## src/rtl/rv32i_types.sv

```systemverilog
// ----------------------------------------------------------------------------
// rv32i_types
//   Shared type package for the instruction-fetch path.
//   Holds the instruction-cache FSM state encoding, line/offset geometry and a
//   helper that selects one 32-bit word out of a 256-bit cache line.
//   No ports (package).
// ----------------------------------------------------------------------------
package rv32i_types;

    typedef enum logic [1:0] {
        IDLE,
        LOOKUP,
        FILL,
        DONE
    } icache_state_t;

    localparam int ICACHE_LINE_BITS   = 256;
    localparam int ICACHE_OFFSET_BITS = 5;

    // Word k of a line lives in bits [32k+31:32k].
    function automatic logic [31:0] icache_word(input logic [ICACHE_LINE_BITS-1:0] line,
                                                input logic [2:0]                  sel);
        return line[{sel, 5'b00000} +: 32];
    endfunction

endpackage

```

## src/rtl/icache_array.sv

```systemverilog
// ----------------------------------------------------------------------------
// icache_array
//   Flop-based storage for the direct-mapped instruction cache: one valid bit,
//   one tag and one 256-bit line per set.
//   Ports:
//     clk, rst      clock, synchronous active-high reset (clears valid bits)
//     rd_index_i    combinational read index
//     rd_valid_o    valid bit of the indexed set
//     rd_tag_o      tag of the indexed set
//     rd_line_o     line data of the indexed set
//     we_i          write enable (write happens on the clock edge)
//     wr_index_i    set to write
//     wr_tag_i      tag to store
//     wr_line_i     line to store
// ----------------------------------------------------------------------------
module icache_array
    import rv32i_types::*;
#(
    parameter int NUM_SETS = 16,
    parameter int TAG_BITS = 23,
    localparam int IDX_BITS = $clog2(NUM_SETS)
) (
    input  logic                        clk,
    input  logic                        rst,
    input  logic [IDX_BITS-1:0]         rd_index_i,
    output logic                        rd_valid_o,
    output logic [TAG_BITS-1:0]         rd_tag_o,
    output logic [ICACHE_LINE_BITS-1:0] rd_line_o,
    input  logic                        we_i,
    input  logic [IDX_BITS-1:0]         wr_index_i,
    input  logic [TAG_BITS-1:0]         wr_tag_i,
    input  logic [ICACHE_LINE_BITS-1:0] wr_line_i
);

    logic [NUM_SETS-1:0]         valid_q;
    logic [TAG_BITS-1:0]         tag_q  [NUM_SETS];
    logic [ICACHE_LINE_BITS-1:0] data_q [NUM_SETS];

    assign rd_valid_o = valid_q[rd_index_i];
    assign rd_tag_o   = tag_q[rd_index_i];
    assign rd_line_o  = data_q[rd_index_i];

    // Only the valid bits need a reset; tag/data are meaningless until valid.
    always_ff @(posedge clk) begin
        if (rst) begin
            valid_q <= '0;
        end else if (we_i) begin
            valid_q[wr_index_i] <= 1'b1;
        end
    end

    always_ff @(posedge clk) begin
        if (we_i) begin
            tag_q[wr_index_i]  <= wr_tag_i;
            data_q[wr_index_i] <= wr_line_i;
        end
    end

endmodule

```

## src/rtl/icache.sv

```systemverilog
// ----------------------------------------------------------------------------
// icache
//   Direct-mapped, read-only instruction cache. One 32-bit word per fetch
//   request; a hit answers the cycle after the request, a miss fetches a whole
//   256-bit line from the backing memory and then answers.
//   Optional feature: define ICACHE_PERF_EN to add hit/miss counters.
//   Ports:
//     clk, rst     clock, synchronous active-high reset
//     ufp_addr     fetch byte address (bits [1:0] ignored)
//     ufp_rmask    nonzero = read request, held until ufp_resp
//     ufp_rdata    instruction word, zero whenever ufp_resp is low
//     ufp_resp     one-cycle response pulse
//     dfp_addr     line-aligned memory address
//     dfp_read     line read request, held until dfp_resp
//     dfp_rdata    line data from memory
//     dfp_resp     one-cycle pulse, line valid this cycle
//     hit_count    LOOKUP hits  (ICACHE_PERF_EN only)
//     miss_count   LOOKUP misses (ICACHE_PERF_EN only)
// ----------------------------------------------------------------------------
module icache
    import rv32i_types::*;
#(
    parameter int NUM_SETS  = 16,
    parameter int LINE_BITS = 256
) (
    input  logic                 clk,
    input  logic                 rst,
    input  logic [31:0]          ufp_addr,
    input  logic [3:0]           ufp_rmask,
    output logic [31:0]          ufp_rdata,
    output logic                 ufp_resp,
    output logic [31:0]          dfp_addr,
    output logic                 dfp_read,
    input  logic [LINE_BITS-1:0] dfp_rdata,
    input  logic                 dfp_resp
`ifdef ICACHE_PERF_EN
    ,
    output logic [31:0]          hit_count,
    output logic [31:0]          miss_count
`endif
);

    localparam int IDX_BITS = $clog2(NUM_SETS);
    localparam int TAG_BITS = 32 - ICACHE_OFFSET_BITS - IDX_BITS;

    icache_state_t state_q;
    logic [31:2]   addr_q;
    logic          resp_q;
    logic [31:0]   rdata_q;
    logic          dfp_read_q;
    logic [31:0]   dfp_addr_q;

    logic [IDX_BITS-1:0]         req_index;
    logic [TAG_BITS-1:0]         req_tag;
    logic                        rd_valid;
    logic [TAG_BITS-1:0]         rd_tag;
    logic [LINE_BITS-1:0]        rd_line;
    logic                        lookup_hit;
    logic                        fill_we;
    logic                        unused_addr_bits;

    assign unused_addr_bits = ^ufp_addr[1:0];

    // The array is probed with the live request address while still IDLE, so
    // the registered hit response is already visible in the LOOKUP cycle.
    assign req_index  = ufp_addr[ICACHE_OFFSET_BITS +: IDX_BITS];
    assign req_tag    = ufp_addr[31 -: TAG_BITS];
    assign lookup_hit = rd_valid && (rd_tag == req_tag);

    // Writes only ever use the latched address, never the live one.
    assign fill_we = (state_q == FILL) && dfp_resp;

    icache_array #(
        .NUM_SETS (NUM_SETS),
        .TAG_BITS (TAG_BITS)
    ) u_array (
        .clk        (clk),
        .rst        (rst),
        .rd_index_i (req_index),
        .rd_valid_o (rd_valid),
        .rd_tag_o   (rd_tag),
        .rd_line_o  (rd_line),
        .we_i       (fill_we),
        .wr_index_i (addr_q[ICACHE_OFFSET_BITS +: IDX_BITS]),
        .wr_tag_i   (addr_q[31 -: TAG_BITS]),
        .wr_line_i  (dfp_rdata)
    );

    // Request FSM. resp/rdata default to zero every cycle and are only raised
    // for the single cycle of a response. In LOOKUP, resp_q doubles as the hit
    // flag computed on acceptance. On a fill the selected word goes straight
    // into rdata_q, which serves as the fill register presented in DONE.
    always_ff @(posedge clk) begin
        if (rst) begin
            state_q    <= IDLE;
            addr_q     <= '0;
            resp_q     <= 1'b0;
            rdata_q    <= '0;
            dfp_read_q <= 1'b0;
            dfp_addr_q <= '0;
        end else begin
            resp_q  <= 1'b0;
            rdata_q <= '0;
            unique case (state_q)
                IDLE: begin
                    if (|ufp_rmask) begin
                        addr_q  <= ufp_addr[31:2];
                        resp_q  <= lookup_hit;
                        rdata_q <= lookup_hit ? icache_word(rd_line, ufp_addr[4:2]) : '0;
                        state_q <= LOOKUP;
                    end
                end
                LOOKUP: begin
                    if (resp_q) begin
                        state_q <= IDLE;
                    end else begin
                        dfp_read_q <= 1'b1;
                        dfp_addr_q <= {addr_q[31:5], 5'b00000};
                        state_q    <= FILL;
                    end
                end
                FILL: begin
                    if (dfp_resp) begin
                        dfp_read_q <= 1'b0;
                        resp_q     <= 1'b1;
                        rdata_q    <= icache_word(dfp_rdata, addr_q[4:2]);
                        state_q    <= DONE;
                    end
                end
                DONE: begin
                    state_q <= IDLE;
                end
                default: begin
                    state_q <= IDLE;
                end
            endcase
        end
    end

    assign ufp_resp  = resp_q;
    assign ufp_rdata = rdata_q;
    assign dfp_read  = dfp_read_q;
    assign dfp_addr  = dfp_addr_q;

`ifdef ICACHE_PERF_EN
    logic [31:0] hit_count_q;
    logic [31:0] miss_count_q;

    // Every request passes through LOOKUP exactly once, so that is where it
    // is classified.
    always_ff @(posedge clk) begin
        if (rst) begin
            hit_count_q  <= '0;
            miss_count_q <= '0;
        end else if (state_q == LOOKUP) begin
            if (resp_q) begin
                hit_count_q <= hit_count_q + 32'd1;
            end else begin
                miss_count_q <= miss_count_q + 32'd1;
            end
        end
    end

    assign hit_count  = hit_count_q;
    assign miss_count = miss_count_q;
`endif

endmodule

```

## config.mk

```make
export PLATFORM = sky130hd
export DESIGN_NAME = icache
export DESIGN_NICKNAME = d
export VERILOG_FILES = /design/src/rtl/rv32i_types.sv /design/src/rtl/icache_array.sv /design/src/rtl/icache.sv
export SDC_FILE = /design/constraint.sdc
export NUM_CORES = 2
export LEC_CHECK = 0
export BUFFER_PORTS_ARGS = -buffer_cell sky130_fd_sc_hd__buf_4
export CAP_MARGIN = 30
export CORE_MARGIN = 2
export CORE_UTILIZATION = 32
export CTS_CLUSTER_DIAMETER = 30
export DETAILED_ROUTE_END_ITERATION = 10
export GPL_ROUTABILITY_DRIVEN = 1
export PLACE_DENSITY = 0.53
export SYNTH_ARGS = -nofsm -noshare
export SYNTH_HDL_FRONTEND = slang
export SYNTH_HIERARCHICAL = 1
export SYNTH_MEMORY_MAX_BITS = 65536
export SYNTH_SLANG_ARGS = --single-unit
export TNS_END_PERCENT = 1
```

## constraint.sdc

```tcl
create_clock -name clk -period 42.4 [get_ports clk]
set_input_delay 4.24 -clock clk [delete_from_list [all_inputs] [get_ports clk]]
set_output_delay 4.24 -clock clk [all_outputs]
set_load 0.005 [all_outputs]
```

# Word level (Yosys, flattened, before mapping)
# Memories as Yosys holds them, arrays and structs flattened.
# Index checks and enable logic that the tools add are counted.
[word_totals]
ram_bits = 4464
ff_bits = 109
output_inout_bits = 66
mem_count = 2
[memory_table]
columns = ["memory", "depth", "width", "rd", "rd_clocked_by_memory_dff", "write_ports", "line_no", "rtl"]
rows = [
  ["u_array.data_q", 16, 256, 1, 0, 1, "icache_array.sv:37", "logic [ICACHE_LINE_BITS-1:0] data_q [NUM_SETS];"],
  ["u_array.tag_q", 16, 23, 1, 0, 1, "icache_array.sv:36", "logic [TAG_BITS-1:0] tag_q [NUM_SETS];"],
]
[classes]
reduce_logical = 10
magnitude_cmp = 3
n_eq_ne = 7
n_shift = 2
mux = 20
bitwise_logic = 2
[op_table]
columns = ["cell", "count"]
rows = [
  ["256-bit by 9-bit indexed part select with 32-bit output", 2],
  ["32-bit 2-to-1 mux", 3],
  ["32-bit case mux with 2 select lines", 1],
  ["23-bit == test", 1],
  ["16-bit OR", 1],
  ["4-bit by 5-bit less-than comparator with 1-bit output, second input constant", 2],
  ["1-bit 2-to-1 mux", 8],
  ["2-bit case mux with 4 select lines", 1],
  ["2-bit 2-to-1 mux", 3],
  ["2-bit inequality test, second input constant", 3],
  ["2-bit AND reduction", 3],
  ["1-bit binary-select mux with 4-bit select", 1],
  ["1-bit demux with 4-bit select", 1],
  ["2-bit == test, second input constant", 2],
  ["4-bit by 1-bit >= comparator with 1-bit output, second input constant", 1],
  ["1-bit case mux with 2 select lines", 2],
  ["4-bit OR reduction", 1],
  ["1-bit logical AND", 3],
  ["3-bit AND reduction", 1],
  ["2-bit by 1-bit == test with 1-bit output, second input constant", 1],
  ["2-bit zero test", 1],
  ["2-bit nonzero test", 1],
  ["1-bit inverter", 1],
]

# Longest topological paths before layout
[depth]
depth_word = 6
ltp_mapped = 14
depth_no_buf = 9

# Hierarchy
# Netlist, hierarchy kept.
[by_module_without_submodules]
columns = ["module", "area_each_um2", "seq_area_each_um2", "cells_each", "n_inst"]
rows = [
  ["icache_array", 168120.0, 134368.9, 7343, 1],
  ["icache", 7105.6, 1861.8, 639, 1],
]

# Worst setup path after synthesis
# No wires, ideal clock.
[synth_timing]
kind = "input -> register"
startpoint = "in dfp_resp"
endpoint = "mem u_array.data_q[0][0], enable pin"
path_buffers = 0
arrival_time_ps = 23766
path_slack_ps = 17371
stages = 4
required_time_ps = 41137
path_cell_list = "nand3b_1 -> inv_1 -> or3b_2 -> nor3_1"
[synth_via]
elab_chain_cells = 3
[synth_lines]
columns = ["element", "line_no", "rtl"]
rows = [
  ["start: declaration", "icache.sv:35", "input logic dfp_resp"],
  ["1-bit logical AND", "icache.sv:71", "assign fill_we = (state_q == FILL) && dfp_resp;"],
  ["named net fill_we", "icache.sv:59", "logic fill_we;"],
  ["1-bit 2-to-1 mux", "icache_array.sv:53", "if (we_i) begin"],
  ["1-bit 2-to-1 mux (implied by the code)", "icache_array.sv:55", "data_q[wr_index_i] <= wr_line_i;"],
  ["end: declaration", "icache_array.sv:37", ""],
]
# The timed path passes the listed nets, and every way through them passes these cells.

# Final worst setup path
[layout_timing]
startpoint = "in ufp_addr[5]"
endpoint = "reg rdata_q[11] (netlist: ufp_rdata[11])"
[layout_via]
elab_cells_between_ends = 10
[layout_lines]
columns = ["element", "line_no", "rtl"]
rows = [
  ["start: declaration", "icache.sv:28", "input logic [31:0] ufp_addr,"],
  ["memory 16 x 256 bit", "-", ""],
  ["named net rd_line[171]", "icache.sv:57", "logic [LINE_BITS-1:0] rd_line;"],
  ["256-bit by 9-bit indexed part select with 32-bit output", "rv32i_types.sv:23", "return line[{sel, 5'b00000} +: 32];"],
  ["32-bit 2-to-1 mux", "icache.sv:109", "rdata_q <= lookup_hit ? icache_word(rd_line, ufp_addr[4:2]) : '0;"],
  ["32-bit 2-to-1 mux", "icache.sv:106", "if (|ufp_rmask) begin"],
  ["32-bit case mux with 2 select lines", "icache.sv:104", "unique case (state_q)"],
  ["end signal: assignment", "icache.sv:109", ""],
  ["end signal: assignment", "icache.sv:126", "rdata_q <= icache_word(dfp_rdata, addr_q[4:2]);"],
  ["end: declaration", "icache.sv:49", "logic [31:0] rdata_q;"],
]
# The timed path passes the listed nets, and every way through them passes these cells. The select of a mux whose other input is x is not followed.
# A chain may end at the register's enable or synchronous reset.

==> flow_summary.toml <==
[clock_tree]
htree_levels = 6
cts-root-buf = "clkbuf_16"
ctsResizeCount = 0
holdBufCountCts = 0
cts_tree = "done"
path_clk_slew_ps = 50
clock_tree.buffer_depth = 4
clock_latency_ps = 1150
cts_buffers = 913
cts_setup_buffers = 0
cts_num_sinks = 4573

[floorplan]
ioPinCount = 361
core_area_mm2 = 0.545
die_y_um = 744
die_x_um = 744
fp-row-count = 271
dieArea_mm2 = 0.554
initial_core_util_pct = 32.1

[synth]
synth-seq-cells = 4573
avgSynthCellArea_um2 = 22.0
seq_area_frac_synth_pct = 77.7
synth_cell_types = 36
synthFlopType = "edfxtp_1"
synth-edff-count = 4464
syn_area_mm2 = 0.175
synth_top_area_share_pct = 76.5
async_flop_share_pct = 0
yosysTopAreaCell = "edfxtp_1"
syn_inst = 7982
yosys_warnings = 6
ys_top_cells_by_area = "edfxtp_1 77%, mux4_2 13%, a22oi_1 2.7%"

[critical_path]
crit_slowest_cell = "buf_4"
end_kind = "register"
crit_fanout = 85
cp-start-kind = "input pin"
path_common_cell = "buf_4"
crit_chain = "buf_16, buf_4, buf_4, buf_4, buf_4, buf_4, buf_16, mux4_2, a22oi_1, nand2_1, mux4_2, mux2i_1, o21ai_1"
critical_path.startpoint = "ufp_addr[5]"
cp.required_ps = 43220
slowest_delay_ps = 780
critPathKind = "input pin to register"
timing.rr.start = "state_q[0]$_SDFFE_PP0P_"
worstPathArrival_ps = 10720

[sta]
hold_violations = 0
rsz0062_at_grt = "no"
period_minus_slack_ps = 9900
clock_skew_ps = 116
fmax_mhz = 101
worst_pin_slew_ps = 1330
slew_viol_final = 0
setup_viol = 0
maxSlewHeadroom_pct = 11.2
setup_tns_ps = 0
fin_crit_sh_pct = 23.4

[worst_hold_path]
hp-start = "dfp_addr[19]$_SDFFE_PP0P_"
hold_class = "register to register"

[grt]
grt_overflow = 0
antenna_found_initial = 169
grt_pass1_vias = 93108
grt_max_degree = 108
grt_use_total_pct = 19.0
grt_first_pass_wirelength_um = 741000

[drt]
routed_wl_um = 539000
vias = 90759
drt_first_pass_iters = 6
drt_iter0_drc = 10093
antenna_left = 0
drc = 0
wl_per_cell_um = 31.6
avgViaCountPerCell = 5.32

[final_layout]
nFillCells = 47855
syn_to_final_growth_pct = 24.8
final_area_mm2 = 0.219
final-seq-area_mm2 = 0.136
layout.cells.non_filler = 17071
fin_nets = 9292
multi_input_area_mm2 = 0.0367
drive_above_1_share_pct = 32.4

[place]
placed_cells = 15306
dp_hpwl_um = 297000
place_area_mm2 = 0.187
io_buffers = 353
globalplace.congestion = 0.753

[power_and_ir_drop]
powerDensity_mw_per_mm2 = 58.4
ir_drop_mv = 0.0485
p_leak_uw = 0.0716
power_uw = 12800

[flow_run]
max_cap_viol_count = 0

[status]
outcome = "complete, no violations"
[kinds of logic (layout without fill, tap and decap cells)]
family | count (synthesis) | count (layout) | share of synthesized area [%]
buffers and inverters | 478 | 2288 | 1.42
DFF | 4573 | 4573 | 77.7
AOI/OAI and AO/OA | 758 | 758 | 3.10
other | 1 | 46 | 0.00214
xor gates and xnor gates | 23 | 23 | 0.115
and+or+nand+nor | 627 | 627 | 1.49
muxes | 1522 | 1522 | 16.1
[layout by cell type (no fill, tap or decap), drive strengths merged, types with 2 or more instances in the layout]
cell | Yosys | layout
nand4 | 6 | 6
edfxtp | 4464 | 4464
nand2 | 416 | 416
bufinv | 0 | 130
clkbuf | 157 | 1027
nand3 | 107 | 107
a21oi | 60 | 60
a22oi | 639 | 639
nand3b | 3 | 3
mux4 | 1038 | 1038
mux2 | 32 | 32
inv | 1 | 56
diode | 0 | 41
o21ai | 31 | 31
conb | 1 | 5
nor4 | 2 | 2
nor2 | 65 | 65
buf | 320 | 573
or3b | 2 | 2
nor3 | 7 | 7
nand2b | 5 | 5
nor2b | 7 | 7
xnor2 | 23 | 23
clkinv | 0 | 373
dfxtp | 109 | 109
mux2i | 452 | 452
o22ai | 26 | 26
clkinvlp | 0 | 129
and2 | 4 | 4
[final timing paths]
check | end | slack, ps | cells after the start
max reg2reg | u_array/data_q[12][191]$_DFFE_PP_ | 36870 | 8
min | dfp_addr[19]$_SDFFE_PP0P_ | 470 | 2
min reg2reg | dfp_addr[19]$_SDFFE_PP0P_ | 470 | 2
max | ufp_rdata[11]$_SDFF_PP0_ | 32500 | 13
[state kept, by name, summed over array words and instances, names as in the netlist, named ones only]
name and cells:
u_array/data_q 4096, u_array/tag_q 368, ufp_rdata 32, addr_q 30, dfp_addr 27, u_array/valid_q 16
dfp_read 1, state_q 1, ufp_resp 1
[final cells by class]
type                    instances  area share (%)
flip-flops and latches       4573            62.3
multi-input cells            2935            16.8
clock buffers                1027            10.7
well taps                    7234            4.14
clock inverters               687            3.78
repair buffers                573            2.25
diodes                         41          0.0469
inverters                       1         0.00172
[critical path: cells and delay by family]
family	cells	cell delay [ps]
muxes	3	1330
buffers and inverters	7	4110
and+or+nand+nor	1	170
AOI/OAI and AO/OA	2	570
[metal layers]
metal / global-route usage (%) / share of wire [%]
met5: 0 / 0.069
met4: 4.63 / 2.3
met3: 4.75 / 8.4
met2: 31.2 / 48
met1: 25.5 / 41
[synthesized netlist by cell type, drive strengths merged (7+ instances only)]
| cell type | n |
|---|---|
| buf | 320 |
| nand2 | 416 |
| mux4 | 1038 |
| nor2b | 7 |
| dfxtp | 109 |
| o21ai | 31 |
| edfxtp | 4464 |
| a22oi | 639 |
| nor3 | 7 |
| a21oi | 60 |
| nor2 | 65 |
| mux2 | 32 |
| mux2i | 452 |
| o22ai | 26 |
| nand3 | 107 |
| xnor2 | 23 |
| clkbuf | 157 |
[through the flow]
step	hold WS (ps)	setup WS, ps	util [%]
floorplan	435	17370	-
global placement	448	30870	34.2
detailed placement	447	31090	34.2
CTS	463	32320	40.0
global route	482	31960	40.1
finish	466	32500	40.1
[power breakdown]
group | switching, uW | internal [uW] | total (uW)
logic | 344 | 194 | 538
clock network | 2440 | 4760 | 7200
registers | 26.3 | 5000 | 5030
No activity file was read; power rests on OpenSTA's default activity.
